[config.mk]
export PLATFORM = sky130hd
export DESIGN_NAME = ld_counter
export DESIGN_NICKNAME = d
export VERILOG_FILES = /design/src/rtl/ld_counter.sv
export SDC_FILE = /design/constraint.sdc
export NUM_CORES = 1
export LEC_CHECK = 0
export CAP_MARGIN = 20
export CORE_AREA = 5 5 42 44
export CTS_BUF_LIST = sky130_fd_sc_hd__clkbuf_8
export DETAILED_ROUTE_END_ITERATION = 8
export DIE_AREA = 0 0 47 49
export PLACE_DENSITY = 0.7
export SLEW_MARGIN = 20
export SYNTH_ARGS = -nofsm -noshare
export SYNTH_HDL_FRONTEND = slang
export SYNTH_SLANG_ARGS = --single-unit
[constraint.sdc]
create_clock -name ld_counter_fsys -period 1.9 [get_ports ld_counter_fsys]
set_input_delay 0.19 -clock ld_counter_fsys [delete_from_list [all_inputs] [get_ports ld_counter_fsys]]
set_output_delay 0.19 -clock ld_counter_fsys [all_outputs]
set_load 0.03 [all_outputs]
[src/rtl/ld_counter.sv]
// Loadable SIZE-bit up/down counter advanced by rising edges of a slow tick level,
// sampled in the fsys domain; tc pulses for one cycle after every counting wrap.
module ld_counter #(
    parameter int SIZE = 4
) (
    input  logic            ld_counter_fsys,
    input  logic            ld_counter_rst,
    input  logic            ld_counter_tick,
    input  logic            ld_counter_en,
    input  logic            ld_counter_up,
    input  logic            ld_counter_load,
    input  logic [SIZE-1:0] ld_counter_din,
    output logic [SIZE-1:0] ld_counter_q,
    output logic            ld_counter_tc
);

    localparam logic [SIZE-1:0] ONE = {{(SIZE-1){1'b0}}, 1'b1};

    logic            t1_reg;
    logic            t2_reg;
    logic            step;
    logic [SIZE-1:0] q_reg;
    logic [SIZE-1:0] q_next;
    logic            tc_reg;
    logic            tc_next;

    assign step = t1_reg & ~t2_reg;

    // Load outranks a same-cycle step, which is dropped rather than deferred.
    always_comb begin
        q_next  = q_reg;
        tc_next = 1'b0;
        if (ld_counter_load) begin
            q_next = ld_counter_din;
        end else if (step && ld_counter_en) begin
            if (ld_counter_up) begin
                q_next  = q_reg + ONE;
                tc_next = &q_reg;
            end else begin
                q_next  = q_reg - ONE;
                tc_next = ~|q_reg;
            end
        end
    end

    // Sync chain presets high so a tick already high at reset release is not counted.
    always_ff @(posedge ld_counter_fsys) begin
        if (ld_counter_rst) begin
            t1_reg <= 1'b1;
            t2_reg <= 1'b1;
            q_reg  <= '0;
            tc_reg <= 1'b0;
        end else begin
            t1_reg <= ld_counter_tick;
            t2_reg <= t1_reg;
            q_reg  <= q_next;
            tc_reg <= tc_next;
        end
    end

    assign ld_counter_q  = q_reg;
    assign ld_counter_tc = tc_reg;

endmodule

==> run_results.csv, run 1 <==
group,metric,value,unit
clocking,clk_latency,0.23,ns
route,drtIter0Drc,2,
grt,grt_start_max_net_pins,8,
cells_and_area,syn2layout_area_growth,50.3,%
route,totalWireLength,817,um
clocking,clk_pin_slew,0.04,ns
placed_design,port-buffer-count,14,
worst_setup_path,reg2reg_depth,5,
logic_synthesis,yosysWarnings,0,
job,maxCapViolCount,0,
die,std_cell_rows,14,
logic_synthesis,synth_cells,38,
sta,setup_violations,0,
worst_setup_path,cpMaxStageDelayCell,"clkdlybuf4s50_1",
sta,slew_viol_final,0,
clocking,post-cts-setup-buffer-count,0,
grt,grt-ovfl-total,0,
grt,grt_pass1_wl,1.48,mm
clocking,tritoncts,"yes",
pwr,power.density,750,nW/um^2
sta,fin_skew,0.00108,ns
pwr,p_clk_share,43.9,%
pwr,total_power,0.465,mW
logic_synthesis,ys_top_cells_by_area,"dfxtp_1 34%, mux2i_1 7.3%, mux2_4 7.3%, ha_1 6.1%, fa_1 4.8%",
pwr,p_comb_share,20.5,%
clocking,clock_path_buffers,2,
grt,grt_pass1_vias,362,
logic_synthesis,ys_ff_latch,7,
logic_synthesis,syn_avg_cell_area,10.9,um^2
route,wl_per_cell,11.3,um
logic_synthesis,synth_top_area_cell,"dfxtp_1",
pwr,p_leak,0.279,nW
placed_design,gp_congestion,0.742,
clocking,cts_resized,0,
sta,max_freq,0.596,GHz
grt,grt_usage,9.04,%
sta,fin_crit,1.68,ns
worst_setup_path,crit_type,"in -> reg",
cells_and_area,fillCellCount,148,
die,ios,15,
worst_setup_path,cp-end-kind,"flip-flop",
worst_setup_path,arrival,1.79,ns
pwr,p_sw_share,24.8,%
logic_synthesis,yosys.cell_types.count,23,
worst_setup_path,max_stage_delay,0.47,ns
hold_path,hold_path_class,"reg -> reg",
die,die_y,49,um
worst_setup_path,cp_data_required_time,2.01,ns
clocking,cts.sinks,7,
sta,worst_pin_slew,0.308,ns
pwr,ir_worst_vdd,0.459,mV
cells_and_area,nets,70,
pwr,p_sw,0.115,mW
sta,final_hold_viol_count,0,
sta,hold_slack,0.492,ns
route,route.detailed.drc,0,
clocking,cts_root_buf,"clkbuf_8",
route,dr_total_vias,336,
cells_and_area,largest_register_ffs,4,
worst_setup_path,crit_path_start_kind,"input port",
route,drtPass1Iterations,3,
sta,max-slew-margin-rel,79.4,%
logic_synthesis,synth.top_cell.area_share,33.9,%
worst_setup_path,cp_max_fo,4,
pwr,p_seq_share,35.6,%
grt,antenna_found_initial,0,
cells_and_area,antenna_cells,0,
logic_synthesis,syn_area,413,um^2
placed_design,dp.final_hpwl,658,um
pwr,p_int,0.350,mW
die,dieArea,2300,um^2
die,start_util,29.5,%
clocking,htreeDepth,1,
logic_synthesis,ys_seq_area_share,33.9,%
logic_synthesis,synthesis.nets,51,
worst_setup_path,path_cells,"clkdlybuf4s50_1 > inv_1 > fa_1 > xor2_1 > mux2_4 > mux2i_1 > nor2_1",
sta,min_period_over_period,88.3,%
status,outcome,"finished, final reports clean",
die,core-area,1400,um^2
clocking,cts_hold_buf,0,
worst_setup_path,rrSetupSlack,0.40,ns
route,ant_nets,0,
clocking,numCtsBuffers,3,
hold_path,holdPathStages,1,
sta,rsz0062_at_grt,"no",
cells_and_area,final_layout_size_suffix_gt1_share,17.9,%
route,drt-vias-per-instance,4.67,
die,die_w,47,um
-- area by class of cell --
class / instances / area, um^2 / area share (%)
Clock buffer: 3 / 41.3 / 6.65
Sequential cell: 7 / 140 / 22.6
Timing Repair Buffer: 15 / 148 / 23.8
Clock inverter: 1 / 3.75 / 0.605
Multi-Input combinational cell: 29 / 264 / 42.5
Inverter: 1 / 3.75 / 0.605
Tap cell: 16 / 20.0 / 3.23
-- per-layer routing --
| layer | share of wire [%] | track usage, % | wire [um] | vias to the layer above |
|---|---|---|---|---|
| met5 | 0 | 0 | 0 | - |
| met4 | 0 | 4.15 | 0 | 0 |
| met3 | 7.6 | 5.90 | 62 | 0 |
| met2 | 50 | 12.7 | 407 | 9 |
| met1 | 43 | 10.4 | 348 | 159 |
| li1 | - | - | - | 168 |
-- power by group through the flow --
stage | Combinational (mW) | Sequential, mW | Clock [mW]
floorplan | 0.0457 | 0.177 | 0
global placement | 0.0945 | 0.168 | 0
detailed placement | 0.0964 | 0.168 | 0
CTS | 0.0971 | 0.166 | 0.209
global route | 0.104 | 0.168 | 0.225
finish | 0.0956 | 0.166 | 0.204
-- cell usage in the layout, fill, tap and decap left out, types with 2 or more instances in the layout --
cell              n
ha_1              2
clkdlybuf4s50_1  14
clkbuf_8          3
mux2i_1           3
inv_1             2
xnor2_1           2
dfxtp_1           7
xor2_1            2
mux2_4            2
nor2_1            3
or2_1             2
-- critical path: cells and delay by family --
kind	cells	cell delay (ns)
AND/OR/NAND/NOR	1	0.05
multiplexers	2	0.39
buffers and inverters	2	0.56
adder cells (fa/ha/maj)	1	0.44
XOR/XNOR	1	0.15
-- Yosys cell counts --
library cell,count
a21oi_2,1
and3_1,1
nand2_1,1
buf_2,1
xor2_1,2
dfxtp_1,7
nor2b_1,1
nand3b_4,1
mux2_4,2
inv_1,1
or2_1,2
nor2_1,3
a21o_1,1
mux2i_1,3
a21oi_1,1
xnor2_1,2
o22ai_2,1
nand3_1,1
fa_1,1
or3_4,1
nor4_1,1
a22oi_1,1
ha_1,2
-- logic make-up (layout without fill, tap and decap cells) --
logic type,Yosys count,in the layout,share of synthesized area (%)
compound gates,5,5,10.0
fa+ha+maj,3,3,10.9
xor+xnor,4,4,8.49
mux,5,5,14.5
simple gates,12,12,20.0
flops,7,7,33.9
buf+inv,2,20,2.12
-- path summary, 6_finish.rpt --
path,startpoint,endpoint
hold reg to reg,t1_reg,t2_reg
setup / recovery,ld_counter_up,ld_counter_q[2]
setup reg to reg,ld_counter_q[0],ld_counter_q[2]
hold / removal,t1_reg,t2_reg
-- metrics by stage --
stage | setup slack, ns | cell area, um^2 | std cells | TNS (ns) | utilization (%)
global route | 0.146 | 621 | 72 | 0 | 44.3
finish | 0.223 | 621 | 72 | 0 | 44.3
global placement | 0.00743 | 576 | 68 | 0 | 41.1
CTS | 0.205 | 621 | 72 | 0 | 44.3
floorplan | 0.306 | 413 | 38 | 0 | -
detailed placement | -0.0312 | 576 | 68 | -0.0312 | 41.1
Power figures use the tool's default switching activity.
==> inputs of run 2 (changes only) <==
--- a/config.mk
+++ b/config.mk
@@ -10,7 +10,9 @@
 export CTS_BUF_LIST = sky130_fd_sc_hd__clkbuf_8
 export DETAILED_ROUTE_END_ITERATION = 8
 export DIE_AREA = 0 0 47 49
+export GPL_ROUTABILITY_DRIVEN = 0
 export PLACE_DENSITY = 0.7
+export RECOVER_POWER = 100
 export SLEW_MARGIN = 20
 export SYNTH_ARGS = -nofsm -noshare
 export SYNTH_HDL_FRONTEND = slang
==> run 2 against run 1 <==
  * Sequential share of layout area increased by 0.80 points
  * Die area unchanged
  * Via count down 0.60%
  * Critical endpoint unchanged
  * Largest cell class unchanged
  * Fmax is 4.2% lower
  * Global-route usage is the same
  * First-iteration DRC count is 50% higher
  * Sequential power about the same
  * Hold slack lost 0.061 ns
  * Highest routed layer unchanged
  * Clock skew hardly changed
==> run_results.csv, run 2 (synthesized netlist as in run 1, its figures left out) <==
group,metric,value,unit
worst_setup_path,cp_top_family,"buffers and inverters",
clocking,tritoncts,"yes",
route,drtPass1Iterations,2,
worst_setup_path,r2r-end,"ld_counter_q[2]",
hold_path,holdPathEnd,"t2_reg",
cells_and_area,multi_input_area,243,um^2
worst_setup_path,rrSetupSlack,0.40,ns
die,dieArea,2300,um^2
grt,grt-ovfl-total,0,
die,std_cell_rows,14,
sta,setup_violations,0,
clocking,clk_latency,0.23,ns
worst_setup_path,cp_data_required_time,2.01,ns
hold_path,holdPathStages,1,
status,outcome,"finished, final reports clean",
route,route.detailed.drc,0,
clocking,numCtsBuffers,3,
cells_and_area,syn2layout_area_growth,45.2,%
die,die_y,49,um
pwr,p_comb_share,19.5,%
sta,final_hold_viol_count,0,
sta,fin_skew,0.000848,ns
pwr,total_power,0.457,mW
sta,max-slew-margin-rel,79.0,%
sta,setup_tns,0,ns
cells_and_area,largest_register_ffs,4,
pwr,p_clk_share,44.5,%
grt,grt_pass1_vias,362,
clocking,clock_path_buffers,2,
pwr,p_leak,0.275,nW
job,maxCapViolCount,0,
route,wl_per_cell,11.6,um
worst_setup_path,timing.rr.start,"ld_counter_q[0]",
sta,fin_crit,1.75,ns
cells_and_area,mostFrequentLayoutCells,"7 x clkdlybuf4s50_1, 7 x dlygate4sd3_1, 7 x dfxtp_1",
sta,rsz0062_at_grt,"no",
hold_path,hold_path_class,"reg -> reg",
sta,worst_pin_slew,0.313,ns
grt,grt_usage,9.04,%
placed_design,dp.final_hpwl,658,um
route,dr_total_vias,334,
pwr,ir_worst_vdd,0.452,mV
sta,min_period_over_period,92.1,%
worst_setup_path,path_cells,"dlygate4sd3_1 > inv_1 > fa_1 > xor2_1 > mux2_4 > mux2i_1 > nor2_1",
grt,grt_start_max_net_pins,8,
clocking,cts_hold_buf,0,
pwr,p_sw_share,24.7,%
placed_design,dp_slack,-0.0312,ns
pwr,p_sw,0.113,mW
worst_setup_path,max_stage_delay,0.54,ns
cells_and_area,nets,70,
clocking,cts_root_buf,"clkbuf_8",
cells_and_area,antenna_cells,0,
grt,grt_pass1_wl,1.48,mm
grt,antenna_found_initial,0,
die,start_util,29.5,%
clocking,cts_resized,0,
sta,max_freq,0.571,GHz
pwr,power.density,763,nW/um^2
sta,hold_slack,0.431,ns
sta,slew_viol_final,0,
placed_design,port-buffer-count,14,
worst_setup_path,arrival,1.86,ns
die,die_w,47,um
clocking,cts.sinks,7,
worst_setup_path,cp-end-kind,"flip-flop",
worst_setup_path,crit_type,"in -> reg",
sta,layout_setup_ws,0.150,ns
worst_setup_path,cpMaxStageDelayCell,"dlygate4sd3_1",
route,totalWireLength,833,um
clocking,post-cts-setup-buffer-count,0,
die,ios,15,
worst_setup_path,crit_buf_inv,2,
hold_path,hold_path.startpoint,"t1_reg",
clocking,htreeDepth,1,
cells_and_area,final_layout_size_suffix_gt1_share,12.5,%
route,drt-vias-per-instance,4.64,
route,drtIter0Drc,3,
cells_and_area,fillCellCount,153,
cells_and_area,seq_area,140,um^2
worst_setup_path,cp_max_fo,4,
worst_setup_path,crit_path_start_kind,"input port",
die,core-area,1400,um^2
pwr,p_seq_share,35.9,%
pwr,p_int,0.344,mW
clocking,clk_pin_slew,0.04,ns
worst_setup_path,reg2reg_depth,5,
route,ant_nets,0,
run 2: cell count changes in the layout (fill, tap and decap cells not counted):
| cell | change |
|---|---|
| clkdlybuf4s50_1 | -7 |
| dlygate4sd3_1 | +7 |
| mux2_1 | +1 |
| mux2_4 | -1 |
| nand3b_1 | +1 |
| nand3b_4 | -1 |
| or3_1 | +1 |
| or3_4 | -1 |
run 2: metrics by stage:
stage	area (um^2)	util, %	cells
2_1_floorplan	413	-	38
3_3_place_gp	576	41.1	68
3_5_place_dp	576	41.1	68
4_1_cts	621	44.3	72
5_1_grt	599	42.8	72
6_report	599	42.8	72
run 2: per-layer routing:
| layer | share of wire, % | global-route usage, % | up-vias | wire, um |
|---|---|---|---|---|
| met5 | 0 | 0 | - | 0 |
| met4 | 0 | 4.15 | 0 | 0 |
| met1 | 44 | 10.4 | 156 | 370 |
| met3 | 7.4 | 5.90 | 0 | 62 |
| met2 | 48 | 12.7 | 9 | 400 |
| li1 | - | - | 169 | - |
run 2: worst max path at each step:
stage	start	to	slack (ns)	depth (start not counted)
after floorplan	ld_counter_q[0]	ld_counter_q[1]	0.31	4
after global placement	ld_counter_up	ld_counter_q[2]	0.007	7
after detailed placement	ld_counter_up	ld_counter_q[2]	-0.03	7
after CTS	ld_counter_up	ld_counter_q[2]	0.21	7
after global routing	ld_counter_up	ld_counter_q[2]	0.07	7
final	ld_counter_up	ld_counter_q[2]	0.15	7
run 2: final cells by class:
cell class / instances / area share [%]
inverters: 1 / 0.626
clock buffers: 3 / 6.89
well taps: 16 / 3.34
multi-input cells: 29 / 40.5
clock inverters: 1 / 0.626
flip-flops and latches: 7 / 23.4
repair buffers: 15 / 24.6
run 2: power groups by stage:
stage                     Combinational, mW  Sequential, mW  Clock [mW]
final                                0.0893           0.164       0.204
after global routing                 0.0981           0.167       0.225
after CTS                            0.0971           0.166       0.209
after detailed placement             0.0964           0.168           0
after global placement               0.0945           0.168           0
after floorplan                      0.0457           0.177           0
==> inputs of run 3 (changes only) <==
--- a/config.mk
+++ b/config.mk
@@ -6,12 +6,12 @@
 export NUM_CORES = 1
 export LEC_CHECK = 0
 export CAP_MARGIN = 20
-export CORE_AREA = 5 5 42 44
+export CORE_AREA = 4 4 41 43
 export CTS_BUF_LIST = sky130_fd_sc_hd__clkbuf_8
 export DETAILED_ROUTE_END_ITERATION = 8
-export DIE_AREA = 0 0 47 49
+export DIE_AREA = 0 0 45 47
 export GPL_ROUTABILITY_DRIVEN = 0
-export PLACE_DENSITY = 0.7
+export PLACE_DENSITY = 0.72
 export RECOVER_POWER = 100
 export SLEW_MARGIN = 20
 export SYNTH_ARGS = -nofsm -noshare
==> constraint.sdc (replaced) <==
create_clock -name ld_counter_fsys -period 1.4 [get_ports ld_counter_fsys]
set_input_delay 0.14 -clock ld_counter_fsys [delete_from_list [all_inputs] [get_ports ld_counter_fsys]]
set_output_delay 0.14 -clock ld_counter_fsys [all_outputs]
set_load 0.03 [all_outputs]
==> run 3 against run 2 <==
  * Combinational power increased by 61%
  * Cell area increased by 10%
  * Largest power group unchanged
  * Final cell count increased by 6.9%
  * Hold slack got worse by 0.053 ns
  * Global-route usage increased by 2.4 points
  * Count of clock-buffer cells in the layout unchanged
  * Clock skew increased by 0.0013 ns
  * Via count increased by 6.3%
  * Core utilization increased by 8.1 points
  * Register-to-register slack got worse by 0.40 ns
  * Routed wire length increased by 18%
  * Critical endpoint unchanged
  * Highest routed layer is now met4
==> run_results.csv, run 3 (synthesized netlist as in run 1, its figures left out) <==
group,metric,value,unit
route,totalWireLength,987,um
route,drtPass1Iterations,2,
cells_and_area,final_layout_size_suffix_gt1_share,30.6,%
clocking,cts_root_buf,"clkbuf_8",
die,die_y,47,um
clocking,htreeDepth,1,
worst_setup_path,crit_type,"reg -> reg",
clocking,clock_path_buffers,2,
clocking,cts.sinks,7,
route,wl_per_cell,12.8,um
sta,max_freq,0.717,GHz
sta,rsz0062_at_grt,"yes",
grt,grt_most_used_layer,"met2",
cells_and_area,antenna_cells,0,
grt,met3_usage,3.45,%
worst_setup_path,timing.rr.start,"ld_counter_q[0]",
clocking,clk_pin_slew,0.04,ns
worst_setup_path,arrival,1.51,ns
cells_and_area,finalNonFillerCells,77,
pwr,total_power,0.646,mW
die,dieArea,2120,um^2
placed_design,dp.final_hpwl,738,um
route,drt-vias-per-instance,4.61,
die,std_cell_rows,13,
route,ant_nets,0,
sta,min_period_over_period,99.7,%
sta,setup_violations,0,
route,dr_total_vias,355,
grt,grt-ovfl-total,0,
die,core-area,1300,um^2
cells_and_area,syn2layout_area_growth,60.3,%
sta,final_hold_viol_count,0,
die,ios,15,
sta,fin_crit,1.40,ns
hold_path,hold_path.startpoint,"ld_counter_up",
cells_and_area,mostFrequentLayoutCell,"clkdlybuf4s50_1",
route,route.detailed.drc,0,
grt,met1_usage,12.5,%
clocking,post-cts-setup-buffer-count,0,
worst_setup_path,cp_max_fo,2,
sta,slew_viol_final,0,
grt,grt_pass1_wl,1.52,mm
sta,worst_pin_slew,0.300,ns
sta,max-slew-margin-rel,79.9,%
sta,setup_tns,0,ns
placed_design,port-buffer-count,14,
worst_setup_path,cp_data_required_time,1.52,ns
worst_setup_path,critPathLaunch,"ld_counter_q[0]",
cells_and_area,nets,76,
grt,grt_pass1_vias,323,
die,start_util,31.7,%
job,maxCapViolCount,0,
clocking,clk_latency,0.23,ns
pwr,p_leak,0.320,nW
pwr,ir_worst_vdd,0.464,mV
grt,use_met2,16.1,%
pwr,power.density,976,nW/um^2
worst_setup_path,cp-end-kind,"flip-flop",
grt,antenna_found_initial,0,
status,outcome,"finished, final reports clean",
grt,grt_usage,11.4,%
hold_path,hold_path_class,"in -> reg",
grt,grt_start_max_net_pins,7,
route,drtIter0Drc,1,
placed_design,post-place-cells,73,
clocking,numCtsBuffers,3,
worst_setup_path,crit_path_start_kind,"flip-flop",
sta,fin_skew,0.00211,ns
cells_and_area,largest_register_ffs,4,
cells_and_area,mostFrequentLayoutCells,"8 x clkdlybuf4s50_1, 6 x buf_4, 5 x dlygate4sd2_1, 4 x dfxtp_1",
clocking,tritoncts,"yes",
die,die_w,45,um
## run 3: cell count changes in the layout (fill, tap and decap cells not counted), sizes merged
cell / delta
dlygate4sd2: +5
buf: +5
dlygate4sd3: -6
clkbuf: +1
clkdlybuf4s50: +1
## run 3: metal layers
metal,vias to the layer above,share of wire (%)
met1,160,42
met2,11,48
met4,0,5.6
met5,-,0
met3,4,4.3
li1,180,-
## run 3: worst max-delay path: stages, from the launching register on
cell and delay [ns]:
dfxtp_4 0.34, fa_2 0.35, xor2_1 0.14, mux2_4 0.26, mux2i_1 0.14, nor2_1 0.05
## run 3: timing repair
action | 4_1_cts | 5_1_grt
resized for setup | 6 | 0
hold buffers | 0 | 0
gates cloned | 0 | 0
pin swaps | 1 | 0
endpoints found under the setup margin | 7 | 1
## run 3: path summary, 6_finish.rpt
path | to | slack [ns] | depth (start not counted)
hold reg to reg | t2_reg | 0.50 | 1
setup reg to reg | ld_counter_q[2] | 0.005 | 5
setup / recovery | ld_counter_q[2] | 0.005 | 5
hold / removal | ld_counter_tc | 0.38 | 4
## run 3: final cells by class
type,instances,area [um^2]
flip-flops and latches,7,149
well taps,15,18.8
multi-input cells,29,263
clock inverters,1,3.75
clock buffers,3,41.3
fillers,131,639
inverters,1,3.75
repair buffers,21,183
## run 3: per-stage QoR
stage / setup slack, ns / hold WS (ns) / utilization, % / area, um^2
6_report: 0.00460 / 0.378 / 50.9 / 662
5_1_grt: -0.0448 / 0.444 / 50.9 / 662
4_1_cts: -0.000676 / 0.389 / 51.4 / 669
3_5_place_dp: -0.440 / 0.488 / 48.5 / 631
3_3_place_gp: -0.398 / 0.483 / 48.5 / 631
2_1_floorplan: 0.000792 / 0.203 / - / 424
## run 3: where the power goes
group / internal (mW) / total, mW / switching [mW]
Clock: 0.190 / 0.281 / 0.0915
Sequential: 0.210 / 0.220 / 0.00976
Combinational: 0.0806 / 0.144 / 0.0637
Total: 0.481 / 0.646 / 0.165
==> RTL change 1: new RTL, settings of run 2 <==
Add an input register stage for `ld_counter_tick`, `ld_counter_en`, `ld_counter_up`, `ld_counter_load` and `ld_counter_din`; this delays them by one clock.
--- a/src/rtl/ld_counter.sv
+++ b/src/rtl/ld_counter.sv
@@ -16,6 +16,20 @@
 
     localparam logic [SIZE-1:0] ONE = {{(SIZE-1){1'b0}}, 1'b1};
 
+    logic ld_counter_tick_q;
+    logic ld_counter_en_q;
+    logic ld_counter_up_q;
+    logic ld_counter_load_q;
+    logic [SIZE-1:0] ld_counter_din_q;
+
+    always_ff @(posedge ld_counter_fsys) begin
+        ld_counter_tick_q <= ld_counter_tick;
+        ld_counter_en_q   <= ld_counter_en;
+        ld_counter_up_q   <= ld_counter_up;
+        ld_counter_load_q <= ld_counter_load;
+        ld_counter_din_q  <= ld_counter_din;
+    end
+
     logic            t1_reg;
     logic            t2_reg;
     logic            step;
@@ -30,10 +44,10 @@
     always_comb begin
         q_next  = q_reg;
         tc_next = 1'b0;
-        if (ld_counter_load) begin
-            q_next = ld_counter_din;
-        end else if (step && ld_counter_en) begin
-            if (ld_counter_up) begin
+        if (ld_counter_load_q) begin
+            q_next = ld_counter_din_q;
+        end else if (step && ld_counter_en_q) begin
+            if (ld_counter_up_q) begin
                 q_next  = q_reg + ONE;
                 tc_next = &q_reg;
             end else begin
@@ -51,7 +65,7 @@
             q_reg  <= '0;
             tc_reg <= 1'b0;
         end else begin
-            t1_reg <= ld_counter_tick;
+            t1_reg <= ld_counter_tick_q;
             t2_reg <= t1_reg;
             q_reg  <= q_next;
             tc_reg <= tc_next;
Check against the original RTL: not equivalent (a bounded check fails within 4 cycles, from zero or initial values and one cycle with ld_counter_rst high).
==> RTL change 1 against run 2 <==
Worst setup slack gained 0.083 ns; synthesized cell count up 21%; non-clock buffer count stayed put; wire length is 14% higher; power grew 47%; largest power group is now sequential cells; sequential cell count grew 8; critical endpoint is now ld_counter_q[1]; design area rose by 28%; area after synthesis is 39% higher; combinational power decreased by 9.5%.
==> RTL change 1: results (changes against run 2) <==
RELSLEWSLACK_PCT=78.8  # -0.22 points
DRIVE_ABOVE_1_SHARE_PCT=9.38  # -3.1 points
PLACE_HPWL_UM=717  # +9.0%
RUN_STATUS='completed'
GRT_PASS1_WL_UM=1660  # +12%
FINAL_NET_COUNT=78  # +11%
CLOCK-SKEW-FINAL_NS=0.00408  # +0.00323 ns
NET_COUNT_AFTER_SYNTHESIS=59  # +16%
TIMING.CRITICAL_PATH.FROM='ld_counter_q[1]$_SDFFE_PP0P_'
YS_TOP_CELLS_BY_COUNT='15 x sky130_fd_sc_hd__dfxtp_1, 3 x sky130_fd_sc_hd__mux2i_1, 3 x sky130_fd_sc_hd__nor2_1'
VDD.IR_DROP.WORST_mV=0.479  # +6.0%
CPPEAKSTAGEDELAY_NS=0.78  # +0.24 ns
PATH_MAX_FANOUT=6  # +2
DPL-INSTANCE-AREA_UM2=736  # +28%
CRIT-REG2REG-LAUNCH='ld_counter_up_q$_DFF_P_'
P_LEAK_nW=0.349  # +27%
DR.FIRST_ITER.DRC_COUNT=2  # -1
LAYOUTNONFILLERINSTCOUNT=80  # +11%
FINALWIRELENGTH_UM=949  # +14%
POSTSYNTHAREAPERCELL_UM2=12.5  # +15%
NETLIST_TOP_CELLS_AREA='sky130_fd_sc_hd__dfxtp_1 52%, sky130_fd_sc_hd__mux2i_1 5.2%, sky130_fd_sc_hd__mux2_4 5.2%, sky130_fd_sc_hd__ha_1 4.4%, sky130_fd_sc_hd__fa_1 3.5%'
CP.ARRIVAL_NS=1.48  # -0.38 ns
WORST_SKEW_PAIR.LATE_LATENCY_NS=0.25  # +0.02 ns
SYNTH.YOSYS.SEQ_AREA_SHARE_PCT=52.4  # +18 points
WORST_HOLD_STARTPOINT='ld_counter_tick_q$_DFF_P_'
FIRST_GLOBAL_VIAS=377  # +4.1%
GRT_START_MAX_NET_PINS=9  # +1
[RTL change 1: layer usage]
layer	vias to the layer above	share of wire [%]	track usage (%)
li1	192	-	-
met5	-	0	0
met1	181	45	13.2
met2	11	45	13.8
met4	0	3.8	8.29
met3	4	6.0	3.32
[RTL change 1: path summary, 6_finish.rpt]
check | slack [ns] | endpoint
max reg2reg | 0.32 | ld_counter_q[2]$_SDFFE_PP0P_
max | 0.23 | ld_counter_q[1]
min reg2reg | 0.40 | t1_reg$_SDFF_PP1_
min | 0.40 | t1_reg$_SDFF_PP1_
[RTL change 1: kinds of logic after synthesis]
| logic type | share of synthesized area (%) |
|---|---|
| AO/OA/AOI/OAI | 7.21 |
| XOR/XNOR | 6.11 |
| adder cells (fa/ha/maj) | 7.86 |
| buffers and inverters | 1.53 |
| flip-flops | 52.4 |
| multiplexers | 10.5 |
| AND/OR/NAND/NOR | 14.4 |
[RTL change 1: area by class of cell]
class	instances	area [µm²]
sequential	15	300
clock buffer	3	41.3
fill	137	637
clock inverter	1	3.75
timing repair buffer	15	144
multi-input combinational	29	251
inverter	1	3.75
tap	16	20.0
[RTL change 1: power by group]
group | internal (mW) | total (mW) | switching, mW
Combinational | 0.0449 | 0.0808 | 0.0359
Clock | 0.143 | 0.246 | 0.103
Sequential | 0.332 | 0.348 | 0.0161
Total | 0.519 | 0.674 | 0.155
==> RTL change 2: new RTL, config.mk and constraints of run 2 <==
Made on the original files. `SIZE`: 4 -> 2.
--- a/src/rtl/ld_counter.sv
+++ b/src/rtl/ld_counter.sv
@@ -1,7 +1,7 @@
 // Loadable SIZE-bit up/down counter advanced by rising edges of a slow tick level,
 // sampled in the fsys domain; tc pulses for one cycle after every counting wrap.
 module ld_counter #(
-    parameter int SIZE = 4
+    parameter int SIZE = 2
 ) (
     input  logic            ld_counter_fsys,
     input  logic            ld_counter_rst,
Interface: changed (resized ld_counter_din and ld_counter_q); port bits go from 15 to 11. The function was not compared with the original's and may differ.
==> RTL change 2 against run 2 <==
Via count is 42% lower; worst setup slack improved by 0.18 ns; power decreased by 25%; wire length down 45%; sequential cell count is 2 lower; clock power decreased by 7%; design area is 39% lower; clock skew fell by 0.00079 ns; area after synthesis shrank 48%; critical endpoint is now ld_counter_q[0]; largest power group unchanged.
==> RTL change 2: results (changes against run 2) <==
P_SW_SHARE_PCT=21.2  # -3.6 points
DRIVE_ABOVE_1_SHARE_PCT=11.8  # -0.74 points
FIRST_GLOBAL_VIAS=190  # -48%
P_LEAK_nW=0.147  # -47%
CRITICAL_PATH.TOP_DELAY_FAMILY='buffers and inverters'
YOSYSUNIQUECELLTYPES=12  # -48%
LARGEST_REGISTER_FFS=2  # -2
SYNTHESIS.YOSYS.WARNINGS=0  # unchanged
GRT.MET2_USAGE_PCT=5.43  # -7.2 points
SYNTH.YOSYS.SEQ_AREA_SHARE_PCT=46.5  # +13 points
VDD.IR_DROP.WORST_mV=0.273  # -40%
FILLCELL_TOTAL=154  # +0.65%
PLACE_WORST_SETUP_SLACK_NS=0.382  # +0.413 ns
GRT_START_MAX_NET_PINS=6  # -2
DRT-PASS1-ITER-COUNT=2  # unchanged
RUN_STATUS='completed'
YS_TOP_CELLS_BY_COUNT='5 x sky130_fd_sc_hd__dfxtp_1, 2 x sky130_fd_sc_hd__nor2_1, 2 x sky130_fd_sc_hd__or2_1, 2 x sky130_fd_sc_hd__or3_1, 2 x sky130_fd_sc_hd__xor2_1'
FF2FF_SETUP_SLACK_NS=0.69  # +0.29 ns
GR-USAGE-MET3_PCT=3.32  # -2.6 points
SYNTH_FLOP_CELL='sky130_fd_sc_hd__dfxtp_1'
FINALCRITICALPERIOD_NS=1.57  # -0.180 ns
GRT_PASS1_WL_UM=710  # -52%
WL_PER_CELL_UM=9.08  # -22%
NET_COUNT_AFTER_SYNTHESIS=28  # -45%
FIN_UTIL_PCT=26.1  # -17 points
TIMING_WORST_SLEW_PIN_VALUE_NS=0.316  # +0.00303 ns
PATH_MAX_FANOUT=5  # +1
FINAL_NET_COUNT=43  # -39%
DPL-INSTANCE-AREA_UM2=335  # -42%
CLOCK-SKEW-FINAL_NS=0.0000533  # -0.000795 ns
DR.FIRST_ITER.DRC_COUNT=1  # -2
DETAIL_ROUTE.VIAS_PER_CELL=3.88  # -16%
GROUTE.LAYER.MET1.USAGE_PCT=5.52  # -4.9 points
ANTENNADIODECOUNT=0  # unchanged
NETLIST_TOP_CELLS_AREA='sky130_fd_sc_hd__dfxtp_1 47%, sky130_fd_sc_hd__nand3b_4 9.3%, sky130_fd_sc_hd__xor2_1 8.1%, sky130_fd_sc_hd__a2111oi_2 7.0%, sky130_fd_sc_hd__or2_1 5.8%'
PLACEMENT.IO_BUFFERS=10  # -4
CPPEAKSTAGEDELAY_NS=0.77  # +0.23 ns
GRT.TOTAL_USAGE_PCT=4.72  # -4.3 points
CP.ARRIVAL_NS=1.38  # -0.48 ns
RTL change 2: logic make-up after synthesis:
| group | synth area share, % |
|---|---|
| AO/OA/AOI/OAI | 16.9 |
| XOR/XNOR | 8.14 |
| flip-flops | 46.5 |
| buffers and inverters | 1.74 |
| AND/OR/NAND/NOR | 26.7 |
RTL change 2: path summary, 6_finish.rpt:
check / start / end / cells after the start
worst max-delay path: ld_counter_q[0]$_SDFFE_PP0P_ / ld_counter_q[0] / 1
worst min-delay path: t1_reg$_SDFF_PP1_ / t2_reg$_SDFF_PP1_ / 1
worst max register to register: ld_counter_q[0]$_SDFFE_PP0P_ / ld_counter_tc$_SDFF_PP0_ / 2
worst min register to register: t1_reg$_SDFF_PP1_ / t2_reg$_SDFF_PP1_ / 1
RTL change 2: cell type report:
cell class	count	share of cell area, %
Inverter	1	1.03
Clock buffer	3	11.3
Tap cell	16	5.48
Multi-Input combinational cell	14	26.4
Timing Repair Buffer	10	27.4
Sequential cell	5	27.4
Clock inverter	1	1.03
RTL change 2: through the flow:
step / hold WS [ns] / std cells
floorplan: 0.262 / 20
global placement: 0.487 / 46
detailed placement: 0.494 / 46
CTS: 0.505 / 50
global route: 0.481 / 50
finish: 0.461 / 50
RTL change 2: layer usage:
metal | up-vias | routed length, µm
li1 | 99 | -
met1 | 86 | 214
met2 | 9 | 172
met5 | - | 0
met3 | 0 | 67
met4 | 0 | 0
RTL change 2: power by group through the flow:
stage	Sequential (mW)	Combinational (mW)	Clock [mW]
4_1_cts	0.116	0.0446	0.196
5_1_grt	0.116	0.0435	0.202
3_3_place_gp	0.117	0.0435	0
3_5_place_dp	0.117	0.0443	0
6_report	0.115	0.0397	0.189
2_1_floorplan	0.123	0.0121	0
